### config.mk
export PLATFORM = sky130hd
export DESIGN_NAME = present_enc_core
export DESIGN_NICKNAME = d
export VERILOG_FILES = /design/src/rtl/present_pkg.sv /design/src/rtl/key_addition.sv /design/src/rtl/merge_0.sv /design/src/rtl/perm.sv /design/src/rtl/present_key_update.sv /design/src/rtl/sbox.sv /design/src/rtl/split_0.sv /design/src/rtl/present_enc_core.sv
export SDC_FILE = /design/constraint.sdc
export NUM_CORES = 1
export LEC_CHECK = 0
export ABC_AREA = 1
export CAP_MARGIN = 25
export CORE_UTILIZATION = 30
export CTS_BUF_LIST = sky130_fd_sc_hd__clkbuf_16
export CTS_CLUSTER_SIZE = 24
export DETAILED_ROUTE_END_ITERATION = 12
export MAX_ROUTING_LAYER = met4
export PLACE_DENSITY_LB_ADDON = 0.2
export SETUP_SLACK_MARGIN = 0.4
export SLEW_MARGIN = 20
export SYNTH_ARGS = -nofsm -noshare
export SYNTH_HDL_FRONTEND = slang
export SYNTH_SLANG_ARGS = --single-unit
### constraint.sdc
create_clock -name clk -period 2.6 [get_ports clk]
set_input_delay 0.52 -clock clk [delete_from_list [all_inputs] [get_ports clk]]
set_output_delay 0.52 -clock clk [all_outputs]
set_load 0.01 [all_outputs]
### src/rtl/present_pkg.sv
// Shared definitions for the PRESENT-80 encryption core.
package present_pkg;

  localparam int PRESENT_BLOCK_W = 64;
  localparam int PRESENT_KEY_W   = 80;
  localparam int PRESENT_ROUNDS  = 31;

  typedef enum logic [1:0] {
    IDLE = 2'd0,
    RUN  = 2'd1,
    DONE = 2'd2
  } present_state_e;

endpackage

### src/rtl/key_addition.sv
// XOR of the cipher state with a 64-bit round key.
module key_addition (
  input  logic [63:0] state_in,
  input  logic [63:0] round_key,
  output logic [63:0] state_out
);

  assign state_out = state_in ^ round_key;

endmodule

### src/rtl/merge_0.sv
// Reassembles 16 nibbles into a 64-bit word; nibble 0 lands in bits [3:0].
module merge_0 (
  input  logic [15:0][3:0]  nib,
  output logic [63:0]       dout
);

  assign dout = nib;

endmodule

### src/rtl/perm.sv
// PRESENT bit permutation: bit i moves to 16*i mod 63, bit 63 stays put.
module perm (
  input  logic [63:0] din,
  output logic [63:0] dout
);

  for (genvar i = 0; i < 64; i++) begin : g_bit
    localparam int DST = (i == 63) ? 63 : ((i * 16) % 63);
    assign dout[DST] = din[i];
  end

endmodule

### src/rtl/present_key_update.sv
// One step of the PRESENT-80 key schedule for round counter rnd.
module present_key_update
  import present_pkg::*;
(
  input  logic [PRESENT_KEY_W-1:0] key_in,
  input  logic [4:0]               rnd,
  output logic [PRESENT_KEY_W-1:0] key_out
);

  logic [PRESENT_KEY_W-1:0] key_rot;
  logic [3:0]               top_sb;

  assign key_rot = {key_in[18:0], key_in[79:19]};

  sbox u_sbox (
    .din  (key_rot[79:76]),
    .dout (top_sb)
  );

  // Substituted top nibble, counter folded into bits [19:15].
  always_comb begin
    key_out         = key_rot;
    key_out[79:76]  = top_sb;
    key_out[19:15]  = key_rot[19:15] ^ rnd;
  end

endmodule

### src/rtl/sbox.sv
// PRESENT 4-bit substitution box.
module sbox (
  input  logic [3:0] din,
  output logic [3:0] dout
);

  // Table lookup of the PRESENT S-box.
  always_comb begin
    dout = 4'h0;
    case (din)
      4'h0: dout = 4'hC;
      4'h1: dout = 4'h5;
      4'h2: dout = 4'h6;
      4'h3: dout = 4'hB;
      4'h4: dout = 4'h9;
      4'h5: dout = 4'h0;
      4'h6: dout = 4'hA;
      4'h7: dout = 4'hD;
      4'h8: dout = 4'h3;
      4'h9: dout = 4'hE;
      4'hA: dout = 4'hF;
      4'hB: dout = 4'h8;
      4'hC: dout = 4'h4;
      4'hD: dout = 4'h7;
      4'hE: dout = 4'h1;
      4'hF: dout = 4'h2;
      default: dout = 4'h0;
    endcase
  end

endmodule

### src/rtl/split_0.sv
// Splits a 64-bit word into 16 nibbles; nibble 0 is bits [3:0].
module split_0 (
  input  logic [63:0]       din,
  output logic [15:0][3:0]  nib
);

  assign nib = din;

endmodule

### src/rtl/present_enc_core.sv
// Iterative PRESENT-80 encryption core, one round per clock.
//
// state | meaning
// IDLE  | waiting for a plaintext/key, in_ready high
// RUN   | executing rounds 1..ROUNDS, inputs ignored
// DONE  | ciphertext presented, held until out_ready
module present_enc_core
  import present_pkg::*;
#(
  parameter int ROUNDS = PRESENT_ROUNDS
) (
  input  logic                       clk,
  input  logic                       rst_n,
  input  logic                       in_valid,
  output logic                       in_ready,
  input  logic [PRESENT_BLOCK_W-1:0] in_pt,
  input  logic [PRESENT_KEY_W-1:0]   in_key,
  output logic                       out_valid,
  input  logic                       out_ready,
  output logic [PRESENT_BLOCK_W-1:0] out_ct
);

  localparam logic [4:0] LAST_RND = 5'(ROUNDS);

  present_state_e              fsm, fsm_nxt;
  logic [PRESENT_BLOCK_W-1:0]  st, t, sb_out, st_next, whitened;
  logic [PRESENT_KEY_W-1:0]    key, key_next;
  logic [4:0]                  rnd;
  logic [15:0][3:0]            nib_in, nib_out;
  logic                        load, step;

  key_addition u_round_add (
    .state_in  (st),
    .round_key (key[79:16]),
    .state_out (t)
  );

  split_0 u_split (
    .din (t),
    .nib (nib_in)
  );

  for (genvar n = 0; n < 16; n++) begin : g_sbox
    sbox u_sbox (
      .din  (nib_in[n]),
      .dout (nib_out[n])
    );
  end

  merge_0 u_merge (
    .nib  (nib_out),
    .dout (sb_out)
  );

  perm u_perm (
    .din  (sb_out),
    .dout (st_next)
  );

  present_key_update u_key_update (
    .key_in  (key),
    .rnd     (rnd),
    .key_out (key_next)
  );

  // Final whitening uses the round key left in the register after the last update.
  key_addition u_final_add (
    .state_in  (st),
    .round_key (key[79:16]),
    .state_out (whitened)
  );

  assign out_ct = out_valid ? whitened : '0;

  // State register.
  always_ff @(posedge clk or negedge rst_n) begin
    if (!rst_n) fsm <= IDLE;
    else        fsm <= fsm_nxt;
  end

  // Next state and handshake outputs; DONE can retire and reload in one edge.
  always_comb begin
    fsm_nxt   = fsm;
    in_ready  = 1'b0;
    out_valid = 1'b0;
    load      = 1'b0;
    step      = 1'b0;
    case (fsm)
      IDLE: begin
        in_ready = 1'b1;
        if (in_valid) begin
          load    = 1'b1;
          fsm_nxt = RUN;
        end
      end
      RUN: begin
        step = 1'b1;
        if (rnd == LAST_RND) fsm_nxt = DONE;
      end
      DONE: begin
        out_valid = 1'b1;
        if (out_ready) begin
          in_ready = 1'b1;
          if (in_valid) begin
            load    = 1'b1;
            fsm_nxt = RUN;
          end else begin
            fsm_nxt = IDLE;
          end
        end
      end
      default: fsm_nxt = IDLE;
    endcase
  end

  // Cipher state, key register and round counter.
  always_ff @(posedge clk or negedge rst_n) begin
    if (!rst_n) begin
      st  <= '0;
      key <= '0;
      rnd <= '0;
    end else if (load) begin
      st  <= in_pt;
      key <= in_key;
      rnd <= 5'd1;
    end else if (step) begin
      st  <= st_next;
      key <= key_next;
      rnd <= rnd + 5'd1;
    end
  end

endmodule

After elaboration in Yosys (flattened, before gate mapping)
Memories as Yosys holds them, arrays and structs flattened.
Index checks and enable logic that the tools add are counted.
{"block": "op_classes", "reduce_logical": 3, "n_eq_ne": 6, "mux": 19, "n_addsub": 1, "n_bitwise": 2}
{"op": "two-way mux 64 bit", "count": 3}
{"op": "two-way mux 80 bit", "count": 2}
{"op": "bitwise XOR 64 bit", "count": 1}
{"op": "two-way mux 5 bit", "count": 2}
{"op": "two-way mux 1 bit", "count": 6}
{"op": "two-way mux 2 bit", "count": 3}
{"op": "inequality test 2 bit (second input constant)", "count": 3}
{"op": "one-hot mux 2 bit (3 select lines)", "count": 1}
{"op": "adder 5 x 1 -> 5 bit (second input constant)", "count": 1}
{"op": "== test 5 bit (second input constant)", "count": 1}
{"op": "bitwise XOR 5 bit", "count": 1}
{"op": "one-hot mux 1 bit (2 select lines)", "count": 2}
{"op": "AND reduction 3 bit", "count": 1}
{"op": "== test 2 x 1 -> 1 bit (second input constant)", "count": 1}
{"op": "== test 2 bit (second input constant)", "count": 1}
{"op": "zero test 2 bit", "count": 1}
{"op": "nonzero test 2 bit", "count": 1}
{"block": "word_totals", "word_cells": 52, "output_inout_bits": 66, "romBits": 1088, "regBits": 151, "mem_count": 17, "input_bits": 148}
{"memory": "(name not given)", "depth": 16, "word_bits": 4, "read_ports": 1, "rd_clocked_by_memory_dff": 0, "wr": 0, "line_no": "sbox.sv:10", "rtl": "case (din)"}
{"memory": "(name not given)", "depth": 16, "word_bits": 4, "read_ports": 1, "rd_clocked_by_memory_dff": 0, "wr": 0, "line_no": "sbox.sv:10"}
{"memory": "(name not given)", "depth": 16, "word_bits": 4, "read_ports": 1, "rd_clocked_by_memory_dff": 0, "wr": 0, "line_no": "sbox.sv:10"}
{"memory": "(name not given)", "depth": 16, "word_bits": 4, "read_ports": 1, "rd_clocked_by_memory_dff": 0, "wr": 0, "line_no": "sbox.sv:10"}
{"memory": "(name not given)", "depth": 16, "word_bits": 4, "read_ports": 1, "rd_clocked_by_memory_dff": 0, "wr": 0, "line_no": "sbox.sv:10"}
{"memory": "(name not given)", "depth": 16, "word_bits": 4, "read_ports": 1, "rd_clocked_by_memory_dff": 0, "wr": 0, "line_no": "sbox.sv:10"}
{"memory": "+11 memories"}

Depth between registers and ports, before layout
{"block": "logic_depth", "word_depth": 4, "mapped_depth": 12, "depth_no_buf": 12}

By module
From an unflattened synthesis, not the netlist that was laid out.
{"block": "unflattened", "hier_cells": 3068, "area_unflattened_um2": 17458.0}
{"mod": "present_enc_core", "area_per_inst_um2": 9307.7, "n_inst": 1, "cells_each": 1443}
{"mod": "sbox", "area_per_inst_um2": 216.5, "n_inst": 17, "cells_each": 41}
{"mod": "key_addition", "area_per_inst_um2": 1201.2, "n_inst": 2, "cells_each": 320}
{"mod": "present_key_update", "area_per_inst_um2": 626.9, "n_inst": 1, "cells_each": 96}
{"mod": "merge_0", "area_per_inst_um2": 480.5, "n_inst": 1, "cells_each": 64}
{"mod": "perm", "area_per_inst_um2": 480.5, "n_inst": 1, "cells_each": 64}
{"mod": "split_0", "area_per_inst_um2": 480.5, "n_inst": 1, "cells_each": 64}

Least setup slack after synthesis
Ideal clock, no wire load.
{"block": "synth_timing", "kind": "register to output", "start": "reg fsm[0]", "end": "out out_ct[13]", "path_slack_ns": 0.837, "t_arrival_ns": 1.243, "required_ns": 2.080, "stages_incl_launch_ff": 6, "path_cell_list": "dfrtp_1 > nor2_1 > inv_1 > buf_2 > buf_1 > nor2_1"}
{"block": "synth_between", "elab_chain_cells": 3}
{"element": "from (decl)", "line_no": "present_enc_core.sv:25", "rtl": "present_state_e fsm, fsm_nxt;"}
{"element": "from (signal assigned)", "line_no": "present_enc_core.sv:78", "rtl": "else fsm <= fsm_nxt;"}
{"element": "== test 2 bit", "line_no": "present_enc_core.sv:88", "rtl": "case (fsm)"}
{"element": "two-way mux 1 bit", "line_no": "present_enc_core.sv:88"}
{"element": "via out_valid", "line_no": "present_enc_core.sv:18", "rtl": "output logic out_valid,"}
{"element": "two-way mux 64 bit", "line_no": "present_enc_core.sv:73", "rtl": "assign out_ct = out_valid ? whitened : '0;"}
{"element": "to (decl)", "line_no": "present_enc_core.sv:20", "rtl": "output logic [PRESENT_BLOCK_W-1:0] out_ct"}
The timed path passes the listed nets, and every way through them passes these cells.

Worst setup path in the final report
{"block": "layout_timing", "start": "reg fsm[0]", "end": "out out_ct[25]"}
{"block": "layout_between", "elab_chain_cells": 3}
{"element": "== test 2 bit", "line_no": "present_enc_core.sv:88"}
{"element": "two-way mux 1 bit", "line_no": "present_enc_core.sv:88"}
{"element": "two-way mux 64 bit", "line_no": "present_enc_core.sv:73"}
No other way between the ends.

==> key figures <==
Floorplan
  – Die area: 40,500 sq um
  – Initial Utilization: 30.6%
  – FP Rows: 72
  – Die width: 201 microns
  – # IOs: 214
  – Chip height: 201 microns
  – Core Region: 38,900 sq um

Clocking
  – CTS tree: built
  – Longest Clk Path Bufs: 2
  – Clock sink count: 151
  – Skew-Pair Late Insertion Delay: 0.44 ns
  – Total clock buffers created by CTS: 17
  – Clock tree root buffer cell: clkbuf_16
  – Cts hold-fix bufs: 0
  – Worst-path clk slew: 0.07 ns
  – H-tree levels: 4

Placement
  – Port bufs: 213
  – Place WS: 0.0984 ns
  – HPWL after DPL: 36,600 microns
  – Placed cell area: 14,700 sq um
  – GPL Wtd Cong: 0.934

Drt
  – Antenna-violating nets left: 0
  – Number of detailed-route iterations in the first pass: 5
  – Detailed-route via count: 13,144
  – First-iteration detailed-routing DRC count: 955
  – DR DRC count: 0
  – Drt wl/cell: 17.6 microns
  – Routed wire length: 47,600 microns
  – Drt via density: 4.86

Global route
  – Vias in the first global route: 12,253
  – Grt ovf: 0
  – Initial antenna violation count: 2
  – First-pass GRT wire length: 71,800 microns
  – GRT Util Overall: 23.9%
  – Largest net degree at the start of global routing: 75
  – Met2 usage: 37.5%
  – Met1 Use GR: 31.9%
  – Top Usage Layer GRT: met2
  – Met3 usage: 3.21%

STA
  – Tcrit/Tclk final: 85.1%
  – Relative max-transition margin: 60.5%
  – Final worst slack: 0.387 ns
  – Final Max Slew Viols: 0
  – Final Setup Violations: 0
  – Fmax: 0.452 GHz
  – Post-route minimum period: 2.21 ns
  – Final Hold Vio Count: 0
  – Clk_skew: 0.0162 ns
  – RSZ-0062 raised after global routing: yes
  – Post-route setup TNS: 0 ns
  – Slew @ Worst Pin: 0.592 ns

Yosys
  – Area contributors post-synth: dfrtp_1 (32%), nand2_1 (27%), inv_1 (9.2%), o21ai_0 (7.7%), ha_1 (5.8%)
  – Net count after synthesis: 2,167
  – Post-Syn Instances: 1,964
  – Seq/Total Area, Yosys: 31.7%
  – Synth top area share: 31.7%
  – Count of cell types in the netlist: 30
  – EDFF count, synth: 0
  – Mean post-synth cell area: 6.07 sq um
  – Most used flip-flop cell after synthesis: dfrtp_1
  – Async SR Flop Fraction: 100%
  – Yosys reg bits: 151
  – Synth warn: 0
  – Cell taking the most area after synthesis: dfrtp_1
  – Syn Std Cell Area: 11,900 sq um

Critical path
  – Crit path depth: 7
  – Worst-path fanout max: 8
  – CP startpoint: fsm[0]$_DFFE_PN0P_
  – Critical Path RT: 2.08 ns
  – Sum of buffers and inverters on the critical path: 5
  – Worst r2r path cells: 11
  – Critical-path top delay cell: dfrtp_2
  – Critical Path End: out_ct[25]
  – Reg2reg end: st[46]$_DFFE_PN0P_
  – Crit. End Element: primary output
  – CP max stage delay: 0.43 ns
  – FF-to-FF Start: key[73]$_DFFE_PN0P_
  – Worst path cell trace: nor2_4 > buf_6 > inv_12 > buf_12 > clkbuf_16 > nor2_2 > buf_2
  – R2R setup slack: 0.57 ns
  – Crit Path Category: reg -> out
  – Worst EP arrival: 1.69 ns
  – Delay-heaviest family, CP: buffers and inverters
  – CP Launch Type: flop

Pwr
  – Power Density: 1540 nW/um^2
  – Leak Pwr: 8.39 nW
  – Maximum VDD drop: 0.000504 V
  – Pwr Total: 23.8 mW

Min path
  – Worst hold path type: in -> async

Status
  – Outcome: finished, final reports clean

Layout
  – Post-route cell area: 15,500 sq um
  – Layout Utilization: 39.8%
  – Layout cells sized above 1: 8.50%
  – Synth-to-Final Area Change: 29.9%
  – # fillers: 4,200
  – Nets@finish: 2,378

Flow run
  – Max cap viols: 0
==> routing by layer <==
layer | vias up | wire [microns]
li1 | 6522 | -
met2 | 377 | 22000
met4 | 0 | 1280
met3 | 60 | 2860
met5 | - | 0
met1 | 6185 | 21400
==> registers in the layout, summed over array words and instances (netlist names) <==
name and count:
key 80, st 64, rnd 5, fsm 2
==> cell families after synthesis <==
| group | count (synthesis) | synth area share [%] |
|---|---|---|
| compound gates | 295 | 13.5 |
| xor+xnor | 1 | 0.0735 |
| fa+ha+maj | 55 | 5.77 |
| buf+inv | 365 | 12.8 |
| simple gates | 1097 | 36.2 |
| flops | 151 | 31.7 |
==> cell type report <==
class,count,area (sq um),share of cell area (%)
multi-input combinational,1448,6810,44.0
clock inverter,14,161,1.04
tap,518,648,4.19
timing repair buffer,260,2530,16.3
clock buffer,17,425,2.75
antenna,1,2.50,0.0162
inverter,296,1120,7.26
timing repair inverter,1,6.26,0.0404
sequential,151,3780,24.4
==> where the power goes <==
group	switching, mW	total (mW)	internal [mW]	leakage, nW
registers	1.07	4.80	3.73	1.80
logic	11.2	16.5	5.22	6.30
clock network	1.08	2.58	1.50	0.283
==> cells in the final DEF (no fill, tap or decap), types with 7 or more instances in the layout <==
master / n
a21oi_1: 22
buf_12: 11
buf_2: 31
buf_4: 30
buf_6: 21
clkbuf_16: 19
clkdlybuf4s50_1: 145
dfrtp_1: 147
dlygate4sd2_1: 16
ha_1: 55
inv_1: 290
nand2_1: 848
nand3_1: 137
nor2_1: 62
nor2_2: 18
nor2_4: 18
o21ai_0: 184
o21ai_1: 48
o21bai_1: 8
o221ai_1: 20
o22ai_1: 7
==> worst min path at each step <==
stage / end / depth (start not counted) / startpoint / slack [ns]
6_report: st[62]$_DFFE_PN0P_ / 1 / rst_n / 0.01
5_1_grt: st[59]$_DFFE_PN0P_ / 1 / rst_n / 0.05
4_1_cts: st[59]$_DFFE_PN0P_ / 1 / rst_n / 0.03
3_5_place_dp: st[49]$_DFFE_PN0P_ / 2 / st[49]$_DFFE_PN0P_ / 0.49
3_3_place_gp: st[63]$_DFFE_PN0P_ / 2 / st[63]$_DFFE_PN0P_ / 0.49
2_1_floorplan: fsm[0]$_DFFE_PN0P_ / 0 / rst_n / 0.22
==> synth_stat cells, types with 2 or more instances <==
master	instances
nand3_1	137
a21oi_1	22
buf_4	4
dfrtp_1	151
o221ai_1	20
o21bai_1	8
o21ai_0	184
nand2_1	854
o21ai_2	2
buf_2	23
inv_2	2
ha_1	55
clkbuf_1	24
o21ai_1	48
nor3_1	4
o22ai_1	7
nor2_1	97
o211ai_1	2
inv_1	293
buf_6	13
or2_2	2
buf_1	4
==> metrics by stage <==
step / hold WS, ns / instances
floorplan: 0.224 / 1964
global placement: 0.486 / 2661
detailed placement: 0.495 / 2661
CTS: 0.0302 / 2701
global route: 0.0472 / 2706
finish: 0.0105 / 2706
==> repair_timing <==
item                                    4_1_cts  5_1_grt
gates cloned                                  1        3
endpoints found under the setup margin       65       52
pin swaps                                     1       15
setup buffers                                 8        1
resized for setup                           175      134
(Power assumes the default switching activity.)
